==> config.mk <==
export PLATFORM = sky130hd
export DESIGN_NAME = regfile_write_arbiter_flat
export DESIGN_NICKNAME = d
export VERILOG_FILES = /design/src/rtl/regfile_write_arbiter_if.sv /design/src/rtl/regfile_write_arbiter.sv /design/src/flat_wrapper.sv
export SDC_FILE = /design/constraint.sdc
export NUM_CORES = 1
export LEC_CHECK = 0
export ABC_AREA = 1
export BUFFER_PORTS_ARGS = -buffer_cell sky130_fd_sc_hd__buf_2
export CAP_MARGIN = 20
export CORE_UTILIZATION = 44
export DETAILED_ROUTE_END_ITERATION = 8
export GPL_TIMING_DRIVEN = 1
export PLACE_DENSITY = 0.79
export SYNTH_ARGS = -nofsm -noshare
export SYNTH_HDL_FRONTEND = slang
export SYNTH_SLANG_ARGS = --single-unit
==> constraint.sdc <==
create_clock -name clk -period 1.93 [get_ports clk]
set_input_delay 0.386 -clock clk [delete_from_list [all_inputs] [get_ports clk]]
set_output_delay 0.386 -clock clk [all_outputs]
set_load 0.01 [all_outputs]
==> src/rtl/regfile_write_arbiter_if.sv <==
// rtl/regfile_write_arbiter_if.sv - writeback requester handshakes and register file write port
interface regfile_write_arbiter_if;
    logic        req0_valid;
    logic        req0_ready;
    logic [4:0]  req0_addr;
    logic [31:0] req0_data;
    logic        req1_valid;
    logic        req1_ready;
    logic [4:0]  req1_addr;
    logic [31:0] req1_data;
    logic        rf_we;
    logic [4:0]  rf_a3;
    logic [31:0] rf_wd;

    modport master (
        output req0_valid, req0_addr, req0_data,
        output req1_valid, req1_addr, req1_data,
        input  req0_ready, req1_ready,
        input  rf_we, rf_a3, rf_wd
    );

    modport slave (
        input  req0_valid, req0_addr, req0_data,
        input  req1_valid, req1_addr, req1_data,
        output req0_ready, req1_ready,
        output rf_we, rf_a3, rf_wd
    );
endinterface

==> src/rtl/regfile_write_arbiter.sv <==
// rtl/regfile_write_arbiter.sv - round-robin register file write arbiter with clear sequencer
// Optional read forwarding from the registered write stage: RFARB_FWD_EN.
module regfile_write_arbiter (
    input  logic                          clk,
    input  logic                          rst,
    regfile_write_arbiter_if.slave        bus,
    input  logic                          clr_start,
    output logic                          clr_busy
`ifdef RFARB_FWD_EN
    ,
    input  logic [4:0]                    rs1,
    input  logic [4:0]                    rs2,
    input  logic [31:0]                   rd1_in,
    input  logic [31:0]                   rd2_in,
    output logic [31:0]                   rd1_out,
    output logic [31:0]                   rd2_out
`endif
);

    typedef enum logic {ARB, CLEAR} state_t;

    state_t      state_q, state_d;
    logic        rr_q, rr_d;
    logic [4:0]  cnt_q, cnt_d;
    logic        rf_we_q, rf_we_d;
    logic [4:0]  rf_a3_q, rf_a3_d;
    logic [31:0] rf_wd_q, rf_wd_d;
    logic        clr_busy_q, clr_busy_d;
    logic        grant0, grant1;

    // rr_q names the requester favoured on a tie; it flips to the other one after each grant.
    always_comb begin
        grant0 = 1'b0;
        grant1 = 1'b0;
        if (rst && state_q == ARB) begin
            grant0 = bus.req0_valid && (!bus.req1_valid || !rr_q);
            grant1 = bus.req1_valid && (!bus.req0_valid ||  rr_q);
        end
    end

    assign bus.req0_ready = grant0;
    assign bus.req1_ready = grant1;

    always_comb begin
        state_d = state_q;
        rr_d    = rr_q;
        cnt_d   = cnt_q;
        rf_we_d = 1'b0;
        rf_a3_d = rf_a3_q;
        rf_wd_d = rf_wd_q;
        case (state_q)
            ARB: begin
                if (grant0) begin
                    rf_we_d = (bus.req0_addr != 5'd0);
                    rf_a3_d = bus.req0_addr;
                    rf_wd_d = bus.req0_data;
                    rr_d    = 1'b1;
                end else if (grant1) begin
                    rf_we_d = (bus.req1_addr != 5'd0);
                    rf_a3_d = bus.req1_addr;
                    rf_wd_d = bus.req1_data;
                    rr_d    = 1'b0;
                end
                if (clr_start) begin
                    state_d = CLEAR;
                    cnt_d   = 5'd1;
                end
            end
            CLEAR: begin
                rf_we_d = 1'b1;
                rf_a3_d = cnt_q;
                rf_wd_d = 32'd0;
                cnt_d   = cnt_q + 5'd1;
                if (cnt_q == 5'd31) begin
                    state_d = ARB;
                end
            end
            default: state_d = ARB;
        endcase
        clr_busy_d = (state_d == CLEAR);
    end

    always_ff @(posedge clk or negedge rst) begin
        if (!rst) begin
            state_q    <= ARB;
            rr_q       <= 1'b0;
            cnt_q      <= 5'd0;
            rf_we_q    <= 1'b0;
            rf_a3_q    <= 5'd0;
            rf_wd_q    <= 32'd0;
            clr_busy_q <= 1'b0;
        end else begin
            state_q    <= state_d;
            rr_q       <= rr_d;
            cnt_q      <= cnt_d;
            rf_we_q    <= rf_we_d;
            rf_a3_q    <= rf_a3_d;
            rf_wd_q    <= rf_wd_d;
            clr_busy_q <= clr_busy_d;
        end
    end

    assign bus.rf_we = rf_we_q;
    assign bus.rf_a3 = rf_a3_q;
    assign bus.rf_wd = rf_wd_q;
    assign clr_busy  = clr_busy_q;

`ifdef RFARB_FWD_EN
    // Bypass the write the register file is capturing this cycle; x0 is never forwarded.
    assign rd1_out = (rf_we_q && rf_a3_q == rs1 && rs1 != 5'd0) ? rf_wd_q : rd1_in;
    assign rd2_out = (rf_we_q && rf_a3_q == rs2 && rs2 != 5'd0) ? rf_wd_q : rd2_in;
`endif

endmodule
==> src/flat_wrapper.sv <==
// flat-port wrapper written by rule: the top's interface ports become plain ports
module regfile_write_arbiter_flat 
  (clk, rst, clr_start, clr_busy, bus_req0_valid, bus_req0_addr, bus_req0_data, bus_req1_valid, bus_req1_addr, bus_req1_data, bus_req0_ready, bus_req1_ready, bus_rf_we, bus_rf_a3, bus_rf_wd);
  regfile_write_arbiter_if bus_i ();
  input  logic clk;
  input  logic rst;
  input  logic clr_start;
  output logic clr_busy;
  input wire logic [$bits(bus_i.req0_valid)-1:0] bus_req0_valid;
  input wire logic [$bits(bus_i.req0_addr)-1:0] bus_req0_addr;
  input wire logic [$bits(bus_i.req0_data)-1:0] bus_req0_data;
  input wire logic [$bits(bus_i.req1_valid)-1:0] bus_req1_valid;
  input wire logic [$bits(bus_i.req1_addr)-1:0] bus_req1_addr;
  input wire logic [$bits(bus_i.req1_data)-1:0] bus_req1_data;
  output wire logic [$bits(bus_i.req0_ready)-1:0] bus_req0_ready;
  output wire logic [$bits(bus_i.req1_ready)-1:0] bus_req1_ready;
  output wire logic [$bits(bus_i.rf_we)-1:0] bus_rf_we;
  output wire logic [$bits(bus_i.rf_a3)-1:0] bus_rf_a3;
  output wire logic [$bits(bus_i.rf_wd)-1:0] bus_rf_wd;
  assign bus_i.req0_valid = bus_req0_valid;
  assign bus_i.req0_addr = bus_req0_addr;
  assign bus_i.req0_data = bus_req0_data;
  assign bus_i.req1_valid = bus_req1_valid;
  assign bus_i.req1_addr = bus_req1_addr;
  assign bus_i.req1_data = bus_req1_data;
  assign bus_req0_ready = bus_i.req0_ready;
  assign bus_req1_ready = bus_i.req1_ready;
  assign bus_rf_we = bus_i.rf_we;
  assign bus_rf_a3 = bus_i.rf_a3;
  assign bus_rf_wd = bus_i.rf_wd;
  regfile_write_arbiter u_core (.clk(clk), .rst(rst), .bus(bus_i), .clr_start(clr_start), .clr_busy(clr_busy));
endmodule
### Yosys cells after proc, flatten, opt, wreduce, memory -nomap -nowiden

Index checks and enable logic that the tools add are counted.

* flip-flop bits (word level): 45
* input port bits: 79
* output and inout bits: 41
* logic and storage cells: 41

* $add $sub $neg: 1
* equal/unequal tests: 3
* multiplexer cells: 18
* bitwise gates (word level): 1
* reduce and logical (&&, ||, !) cells: 12

Operators with widths (count)
* 32-bit two-way mux: 2
* 32-bit case mux with 2 select lines: 1
* 5-bit case mux with 2 select lines: 2
* 5-bit two-way mux: 3
* 5-bit nonzero test: 2
* 1-bit two-way mux: 8
* 5-bit by 1-bit adder with 5-bit output (second input constant): 1
* 5-bit equality test (second input constant): 1
* 1-bit case mux with 2 select lines: 2
* 1-bit logical AND: 3
* 1-bit logical NOT: 3
* 3-bit != test (second input constant): 1
* 1-bit logical OR: 2
* 2-bit != test (second input constant): 1
* 2-bit AND reduction: 1
* 2-bit nonzero test: 1
* 1-bit NOT: 1

### Longest topological paths before layout

Gate-level depths: netlist of run 1.

* word-level depth: 7
* depth in mapped cells: 8
* depth with buffers taken out: 7

### Worst setup path after synthesis of run 1

No wires, ideal clock.

* path type: flip-flop to output port
* start: register u_core.state_q
* end: output port bus_req0_ready
* data arrival time: 1103 ps
* required time: 1544 ps
* path slack: 441 ps
* cell stages (with the launch flop): 6
* path buffers: 2
* cell sequence: dfrtp_1 > inv_2 > nand2_1 > nor2_1 > buf_4 > buf_6

* word-level cells in the longest chain between the ends: 3

RTL lines
* start: declaration: RTL line regfile_write_arbiter.sv:22 `state_t state_q, state_d;`
* start signal: assignment: RTL line regfile_write_arbiter.sv:93 `state_q <= state_d;`
* 1-bit NOT (no line)
* 1-bit logical AND: RTL line regfile_write_arbiter.sv:35 `if (rst && state_q == ARB) begin`
* 1-bit two-way mux: RTL line regfile_write_arbiter.sv:35
* end: declaration: RTL line flat_wrapper.sv:15 `output wire logic [$bits(bus_i.req0_ready)-1:0] bus_req0_ready;`

No other way between the ends.

### Final worst setup path of run 1

* start: register u_core.state_q
* end: output port bus_req1_ready

* word-level cells in the longest chain between the ends: 3

RTL lines
* 1-bit NOT (no line)
* 1-bit logical AND: RTL line regfile_write_arbiter.sv:35
* 1-bit two-way mux: RTL line regfile_write_arbiter.sv:35
* end: declaration: RTL line flat_wrapper.sv:16 `output wire logic [$bits(bus_i.req1_ready)-1:0] bus_req1_ready;`

No other way between the ends.

==> summary by stage, run 1 <==
GRT
The first-pass GRT wire length is 9.549 mm. After global routing the overflow that remains totals 0. The number of global-route vias before repair is 2213. Entering global routing, the biggest net connects 32 pins. The initial antenna violation count is 0.

The global-route usage over all layers is 23.48%.

Clock tree
The tree is rooted in a sky130_fd_sc_hd__clkbuf_8. Buffers inserted during clock tree synthesis total 5. The clock latency of the later-clocked register in the worst-skew pair is 0.29 ns.

The post-CTS setup repair buffer count is 0. The CTS tree is yes. Clock-pin slew was measured on the worst setup and hold paths at 0.08 ns. The sink count of the clock tree is 45. The number of buffers inserted for hold repair after clock tree synthesis is 0. The longest clock path from root to sink contains 2 buffers. The H-tree was split into 2 levels. After clock tree synthesis, the repair step resized 0 gates.

Critical path
The setup path with the least slack is of type register to output port. STA classifies the critical path startpoint as a register. Setup slack on the worst reg-to-reg path comes out at 0.39 ns.

Measured in cells, the most critical reg-to-reg path has a length of 7. The arrival time of data at the critical path endpoint is 1.40 ns. The peak fanout along the critical path is 4. STA classifies the critical path endpoint as an output port. The startpoint of the most critical register-to-register path is u_core.state_q$_DFF_PN0_.

At the worst endpoint, the required time is 1.54 ns. The terminus of the critical flop-to-flop path is u_core.bus.rf_wd[21]$_DFFE_PN0P_.

Worst hold path
The worst hold path belongs to the class input pin to async pin.

Timing
Timing would allow up to 0.5614 GHz. The max-slew violation count is 0. The minimum clock period after layout is 1.781 ns.

Setup violations remaining at the end of the flow were counted as 0. Summed over all failing endpoints, the final setup total negative slack is 0 ns. At the pin with the least slew margin, the transition time is 0.3867 ns. The final count of hold timing violations is 0. The worst relative slew slack is 74.22%. Of the available clock period, the critical path in the final layout requires 92.29%.

On the final layout, the worst clock skew is 0.003401 ns. Setup repair after global routing left no endpoint under its margin.

Finish
The antenna diode count is 0. In the final layout, the share of cells above drive strength 1 is 37.18%. The filler cells instantiated in the layout total 451. The count of nets after finishing is 470. The area growth from synthesis to layout is 36.38%. With fillers left out, the area of the finished cells amounts to 2988 µm².

Synthesis
The mean cell area of the mapped netlist is 8.205 µm². The post-synthesis net count is 348. The synthesized netlist cell count is 267.

In this run, synthesis produced a sequential element count of 45. After synthesis, the share of flip-flops with an asynchronous set or reset is 100.0%. The mapped netlist covers 2191 µm². The distinct cell type count of the synthesized netlist is 24. The number of enable-type register cells in the synthesized netlist is 0. The share of synthesized area occupied by flip-flops and latches is 51.40%. The synthesis warning total is 0.

In the synthesized netlist the dominant register cell turns out to be sky130_fd_sc_hd__dfrtp_1.

Power and ir drop
The power density over cell area is 933.3 nW/µm². The static leakage power is 1.622 nW. VDD sags by at most 0.0006011 V.

Die
The chip width is 72.57 µm. The standard cell core area is 4755 µm². Once the floorplan was initialized, standard cells occupied 46.08% of the core. The die covers 5266 µm². The height of the die is 72.57 µm.

The boundary pin count is 120. In this run the core area contains 25 standard-cell rows.

Routing
The via count normalized by instance count is 5.004. The wire length per cell after detailed routing is 12.86 µm. The routed design has 5.876 mm of wire. After the first detailed-routing iteration, the DRC count stood at 115. The number of nets with antenna violations after routing is 0.

The total via count in the routed design is 2287. The first detailed-routing pass ran for 5 iterations. In the routed design, unresolved DRC markers number 0.

Placement
The port buffer count is 119. The cell area after placement is 2872 µm². The routability congestion estimate is 0.8445. The half-perimeter wire length after placement is 4.416 mm.

Run
The number of max-capacitance violations reported is 0.

Outcome
The flow ran to the end, and the final reports show no timing, DRC or antenna violations.
through the flow:
step	total power, mW	hold slack, ns	cells	setup WS [ns]	util, %
6_report	2.788	0.06945	457	0.1488	62.84
5_1_grt	2.981	0.08132	457	0.05370	62.84
4_1_cts	2.820	0.06628	457	0.1215	62.84
3_5_place_dp	2.085	0.3882	449	0.3751	60.39
3_3_place_gp	2.067	0.3817	449	0.3995	60.39
2_1_floorplan	1.747	0.09041	267	0.4407	-
cells in the mapped netlist, types with 2 or more instances:
cell type	instances	area, µm²
sky130_fd_sc_hd__dfrtp_1	45	1126
sky130_fd_sc_hd__clkbuf_1	2	7.510
sky130_fd_sc_hd__o21ai_1	22	110.1
sky130_fd_sc_hd__buf_4	7	52.55
sky130_fd_sc_hd__nand4_1	3	18.77
sky130_fd_sc_hd__o21ai_0	47	235.2
sky130_fd_sc_hd__nor2_1	36	135.1
sky130_fd_sc_hd__a21oi_1	2	10.01
sky130_fd_sc_hd__buf_2	5	25.02
sky130_fd_sc_hd__nand3_1	12	60.06
sky130_fd_sc_hd__ha_1	2	25.02
sky130_fd_sc_hd__inv_1	14	52.55
sky130_fd_sc_hd__nand2_1	58	217.7
sky130_fd_sc_hd__nand3_2	2	20.02
layout make-up:
| class | count | area (µm²) | area share [%] |
|---|---|---|---|
| repair buffers | 130 | 690.7 | 23.12 |
| inverters | 15 | 56.30 | 1.884 |
| flip-flops and latches | 45 | 1126 | 37.69 |
| clock inverters | 1 | 30.03 | 1.005 |
| multi-input cells | 192 | 914.6 | 30.61 |
| well taps | 67 | 83.83 | 2.806 |
| clock buffers | 7 | 86.33 | 2.889 |
cell families after synthesis:
family          share of synthesized area, %
simple gates                           22.62
flops                                  51.40
fa+ha+maj                              1.142
buf+inv                                6.967
mux                                   0.4569
compound gates                         17.42
flip-flops by register name (all words and copies together) (netlist names):
| register | cells |
|---|---|
| u_core.bus.rf_a3 | 5 |
| u_core.bus.rf_wd | 32 |
| u_core.bus.rf_we | 1 |
| u_core.cnt_q | 5 |
| u_core.rr_q | 1 |
| u_core.state_q | 1 |
power breakdown:
part           switching [mW]  internal, mW  leakage, nW  total [mW]
Sequential              0.121          1.12        0.593        1.24
Combinational           0.464         0.363        0.971       0.827
Clock                   0.302         0.422       0.0585       0.724
cells in the final DEF, fill, tap and decap left out:
cell type                     n
sky130_fd_sc_hd__or2_2        1
sky130_fd_sc_hd__o21a_1       1
sky130_fd_sc_hd__o21ai_1     22
sky130_fd_sc_hd__clkbuf_1     1
sky130_fd_sc_hd__bufinv_16    1
sky130_fd_sc_hd__buf_2      119
sky130_fd_sc_hd__a21oi_1      2
sky130_fd_sc_hd__inv_1       14
sky130_fd_sc_hd__o21ai_0     47
sky130_fd_sc_hd__nor2_1      35
sky130_fd_sc_hd__ha_1         2
sky130_fd_sc_hd__a32o_1       1
sky130_fd_sc_hd__dfrtp_1     45
sky130_fd_sc_hd__nor2_8       1
sky130_fd_sc_hd__a22o_1       1
sky130_fd_sc_hd__nand4_1      3
sky130_fd_sc_hd__buf_4       10
sky130_fd_sc_hd__clkbuf_8     6
sky130_fd_sc_hd__nand3_2      2
sky130_fd_sc_hd__nand3_1     12
sky130_fd_sc_hd__mux2i_1      1
sky130_fd_sc_hd__nand2_4      1
sky130_fd_sc_hd__nor2_2       2
sky130_fd_sc_hd__inv_2        1
sky130_fd_sc_hd__buf_12       1
sky130_fd_sc_hd__nand2_1     58
how the worst max path moves through the flow:
stage,to,slack (ns),start
6_report,bus_req1_ready,0.15,u_core.state_q$_DFF_PN0_
5_1_grt,bus_req1_ready,0.05,u_core.state_q$_DFF_PN0_
4_1_cts,bus_req1_ready,0.12,u_core.state_q$_DFF_PN0_
3_5_place_dp,u_core.bus.rf_wd[6]$_DFFE_PN0P_,0.38,rst
3_3_place_gp,u_core.bus.rf_wd[3]$_DFFE_PN0P_,0.40,u_core.state_q$_DFF_PN0_
2_1_floorplan,bus_req0_ready,0.44,u_core.state_q$_DFF_PN0_
critical path: stages, from the launching register on:
cell and delay [ns]:
sky130_fd_sc_hd__dfrtp_1 0.49, sky130_fd_sc_hd__nor2_2 0.22, sky130_fd_sc_hd__nand3_2 0.13, sky130_fd_sc_hd__inv_1 0.12, sky130_fd_sc_hd__buf_2 0.14
routing by layer:
layer / vias up / wire length [µm] / global-route usage (%)
li1: 1124 / - / -
met1: 1053 / 2608 / 28.98
met2: 106 / 2817 / 40.91
met3: 4 / 408 / 5.694
met4: 0 / 41 / 6.536
met5: - / 0 / 0
Power figures use the tool's default switching activity.
==> inputs of run 2 (changes only) <==
==> constraint.sdc (replaced) <==
create_clock -name clk -period 1.75 [get_ports clk]
set_input_delay 0.35 -clock clk [delete_from_list [all_inputs] [get_ports clk]]
set_output_delay 0.35 -clock clk [all_outputs]
set_load 0.01 [all_outputs]
==> summary by stage, run 2 (same netlist as run 1, synthesis figures left out) <==
Critical path
The startpoint of the most critical register-to-register path is u_core.state_q$_DFF_PN0_. The peak fanout along the critical path is 4 (unchanged). The critical path's top delay family is flip-flops.

The category of the critical setup timing path is register to output port. The worst setup path is launched from a register. The count of buffer and inverter cells on the critical path is 2 (unchanged). The worst stage delay on the critical path is 0.48 ns (about the same). The kind of end point of the critical path is an output port. The critical path startpoint is u_core.state_q$_DFF_PN0_.

Traced cell by cell, the critical path runs through nor2_4 > nand3_2 > inv_1 > buf_2. The master of the slowest instance on the critical path is sky130_fd_sc_hd__dfrtp_2. The required time of the worst setup path is 1.40 ns (-0.14 ns).

The arrival time of data at the critical path endpoint is 1.32 ns (-0.08 ns).

Power and ir drop
The internal power of the cells is 1.931 mW (+1.6%). The power density over cell area is 983.1 nW/µm² (+5.3%). The static leakage power is 1.606 nW (-0.97%). The switching part of the total power came to 34.06% (+2.3 points). The fraction of power consumed by sequential logic is 46.8% (+2.4 points). The reported net switching power is 0.9976 mW (+12%). The combinational share of power is 31.9% (+2.2 points).

The relative contribution of the clock network to total power is 21.3% (-4.7 points). The worst supply voltage drop on vdd is 0.0005932 V (-1.3%).

Timing
The minimum clock period after layout is 1.672 ns. In the finished design, the share of the clock period the worst path needs comes to 95.57%. The final setup violation count is 0 (unchanged). The actual transition at the worst max-transition pin is 0.3898 ns (+0.003116 ns). The setup skew after layout is 0.008249 ns (+0.004848 ns). The final count of hold timing violations came to 0 (unchanged). Based on the critical path, the design can be clocked at up to 0.5979 GHz. The max-slew violation count was 0 (unchanged). Setup repair after global routing left no endpoint under its margin. The aggregate negative setup slack was 0 ns (unchanged). The worst relative slew slack came to 74.02% (-0.21 points).

Run
The number of max-capacitance violations reported is 0 (unchanged).

Clock tree
The buffer levels on the longest clock path is 2 (unchanged). The cell chosen for the clock root is sky130_fd_sc_hd__clkbuf_8. The clock buffer count from CTS came to 5 (unchanged). The CTS tree is yes. The maximum level of the CTS H-tree is 2 (unchanged).

The clock-pin transition on the worst setup and hold timing paths is 0.08 ns (about the same). The clock latency of the later-clocked register in the worst-skew pair is 0.30 ns (about the same). The sink count of the clock tree came to 45 (unchanged).

The number of buffers inserted for hold repair after clock tree synthesis came to 0 (unchanged). The post-CTS setup repair buffer count came to 0 (unchanged).

Finish
The sequential cell area in the final layout is 1127 µm² (+0.11%). In the layout the commonest cells are 119 x sky130_fd_sc_hd__buf_2, 58 x sky130_fd_sc_hd__nand2_1, 47 x sky130_fd_sc_hd__o21ai_0. The multi-input combinational cell area is 924.6 µm² (+1.1%). The layout overhead on the synthesized area is 35.98%. The fill cell total of the finished layout is 436 (-3.3%). The count of nets after finishing is 470 (unchanged). The final cell count without fillers is 457 (unchanged). The antenna diode count came to 0 (unchanged). The layout cell share with drive strength beyond 1 came to 37.18% (unchanged). The flip-flop count of the largest register after layout is 32 (unchanged).

The library cell used most frequently in the layout, excluding fill and tap cells, is sky130_fd_sc_hd__buf_2.

GRT
The initial antenna violation count is 0 (unchanged). The number of global-route vias before repair is 2144 (-3.1%). The remaining global-route overflow is 0 (unchanged). The maximum number of pins on one net before global-route repair is 39 (+22%). The global-route usage over all layers is 23.16% (-0.32 points). The first-pass GRT wire length is 9.390 mm (-1.7%).

Placement
The routability congestion estimate came to 0.8901 (+5.4%). The number of placed instances with taps included is 449 (unchanged). The half-perimeter wire length after placement is 4.295 mm (-2.8%).

The port buffer count is 119 (unchanged).

Worst hold path
The tightest min-delay check is of the input pin to async pin type.

Routing
The total via count in the routed design is 2267 (-0.87%). The starting DRC count in detailed routing is 127 (+10%). The count of unresolved DRC violations after routing was 0 (unchanged). The final routed wirelength across all metal layers is 5.778 mm (-1.7%). The number of nets with antenna violations after routing is 0 (unchanged).

The wire length per cell after detailed routing is 12.64 µm (-1.7%). The via count normalized by instance count is 4.961 (-0.87%). The number of detailed-route iterations in the first pass was 4 (-1).

Outcome
The flow ran to the end, and the final reports show no timing, DRC or antenna violations.

Die
The row count came to 25 (unchanged). The effective utilization at floorplan is 46.08% (unchanged). The boundary pin count came to 120 (unchanged).

The standard cell core area is 4755 µm² (unchanged). The height of the die is 72.57 µm (unchanged). The chip width is 72.57 µm (unchanged). The area of the die was 5266 µm² (unchanged).
[run 2: changes by cell type in the layout (fill, tap and decap cells not counted)]
| cell | delta |
|---|---|
| sky130_fd_sc_hd__buf_12 | +1 |
| sky130_fd_sc_hd__clkbuf_8 | -1 |
| sky130_fd_sc_hd__nor2_4 | +2 |
| sky130_fd_sc_hd__bufinv_16 | -1 |
| sky130_fd_sc_hd__buf_4 | -1 |
| sky130_fd_sc_hd__nor2_2 | -2 |
| sky130_fd_sc_hd__dfrtp_1 | -1 |
| sky130_fd_sc_hd__dfrtp_2 | +1 |
| sky130_fd_sc_hd__clkinvlp_4 | +1 |
| sky130_fd_sc_hd__clkbuf_1 | +1 |
[run 2: final timing paths]
path / to / slack (ns) / cells past startpoint
max in group asynchronous: u_core.bus.rf_wd[17]$_DFFE_PN0P_ / 1.35 / 2
setup / recovery: bus_req1_ready / 0.08 / 4
setup reg to reg: u_core.bus.rf_wd[23]$_DFFE_PN0P_ / 0.22 / 6
hold / removal: u_core.cnt_q[3]$_DFFE_PN0P_ / 0.05 / 2
min in group clk: u_core.bus.rf_wd[11]$_DFFE_PN0P_ / 0.30 / 3
hold reg to reg: u_core.bus.rf_wd[6]$_DFFE_PN0P_ / 0.48 / 2
[run 2: cell type report]
cell class | count | area share [%]
flip-flops and latches | 45 | 37.84
multi-input cells | 192 | 31.04
repair buffers | 130 | 23.60
well taps | 67 | 2.814
clock buffers | 7 | 2.562
inverters | 15 | 1.890
clock inverters | 1 | 0.2520
[run 2: metal layers]
metal	wire length, µm	global-route usage [%]
met3	389	5.972
met2	2767	41.02
met1	2571	28.01
met5	0	0
met4	49	5.882
[run 2: power by group through the flow]
stage                     clock [mW]  sequential, mW  combinational (mW)
after floorplan                    0            1.42               0.503
after global placement             0            1.38               0.915
after detailed placement           0            1.38               0.941
after CTS                      0.644            1.37               0.943
after global routing           0.687            1.39                1.08
final                          0.625            1.37               0.934
[run 2: worst register-to-register path, cell delays in order (launching register included)]
cell                      delay (ns)
sky130_fd_sc_hd__dfrtp_2        0.48
sky130_fd_sc_hd__nor2_4         0.17
sky130_fd_sc_hd__nand3_2        0.13
sky130_fd_sc_hd__nand2_4        0.22
sky130_fd_sc_hd__buf_4          0.22
sky130_fd_sc_hd__o21ai_0        0.10
sky130_fd_sc_hd__o21ai_1        0.14
[run 2: repair_timing]
item                       CTS  global route
gates resized for setup      2             1
cloned                       0             0
setup endpoints to repair    1             1
[run 2: metrics by stage]
stage | hold WS, ns | util [%] | power, mW | setup WS (ns) | instance area, µm²
2_1_floorplan | 0.05441 | - | 1.927 | 0.2967 | 2191
3_3_place_gp | 0.3509 | 60.66 | 2.293 | 0.2405 | 2884
3_5_place_dp | 0.3721 | 60.66 | 2.323 | 0.1425 | 2884
4_1_cts | 0.04635 | 62.55 | 2.956 | 0.02659 | 2974
5_1_grt | 0.06545 | 62.66 | 3.155 | 0.01863 | 2979
6_report | 0.05355 | 62.66 | 2.929 | 0.07751 | 2979
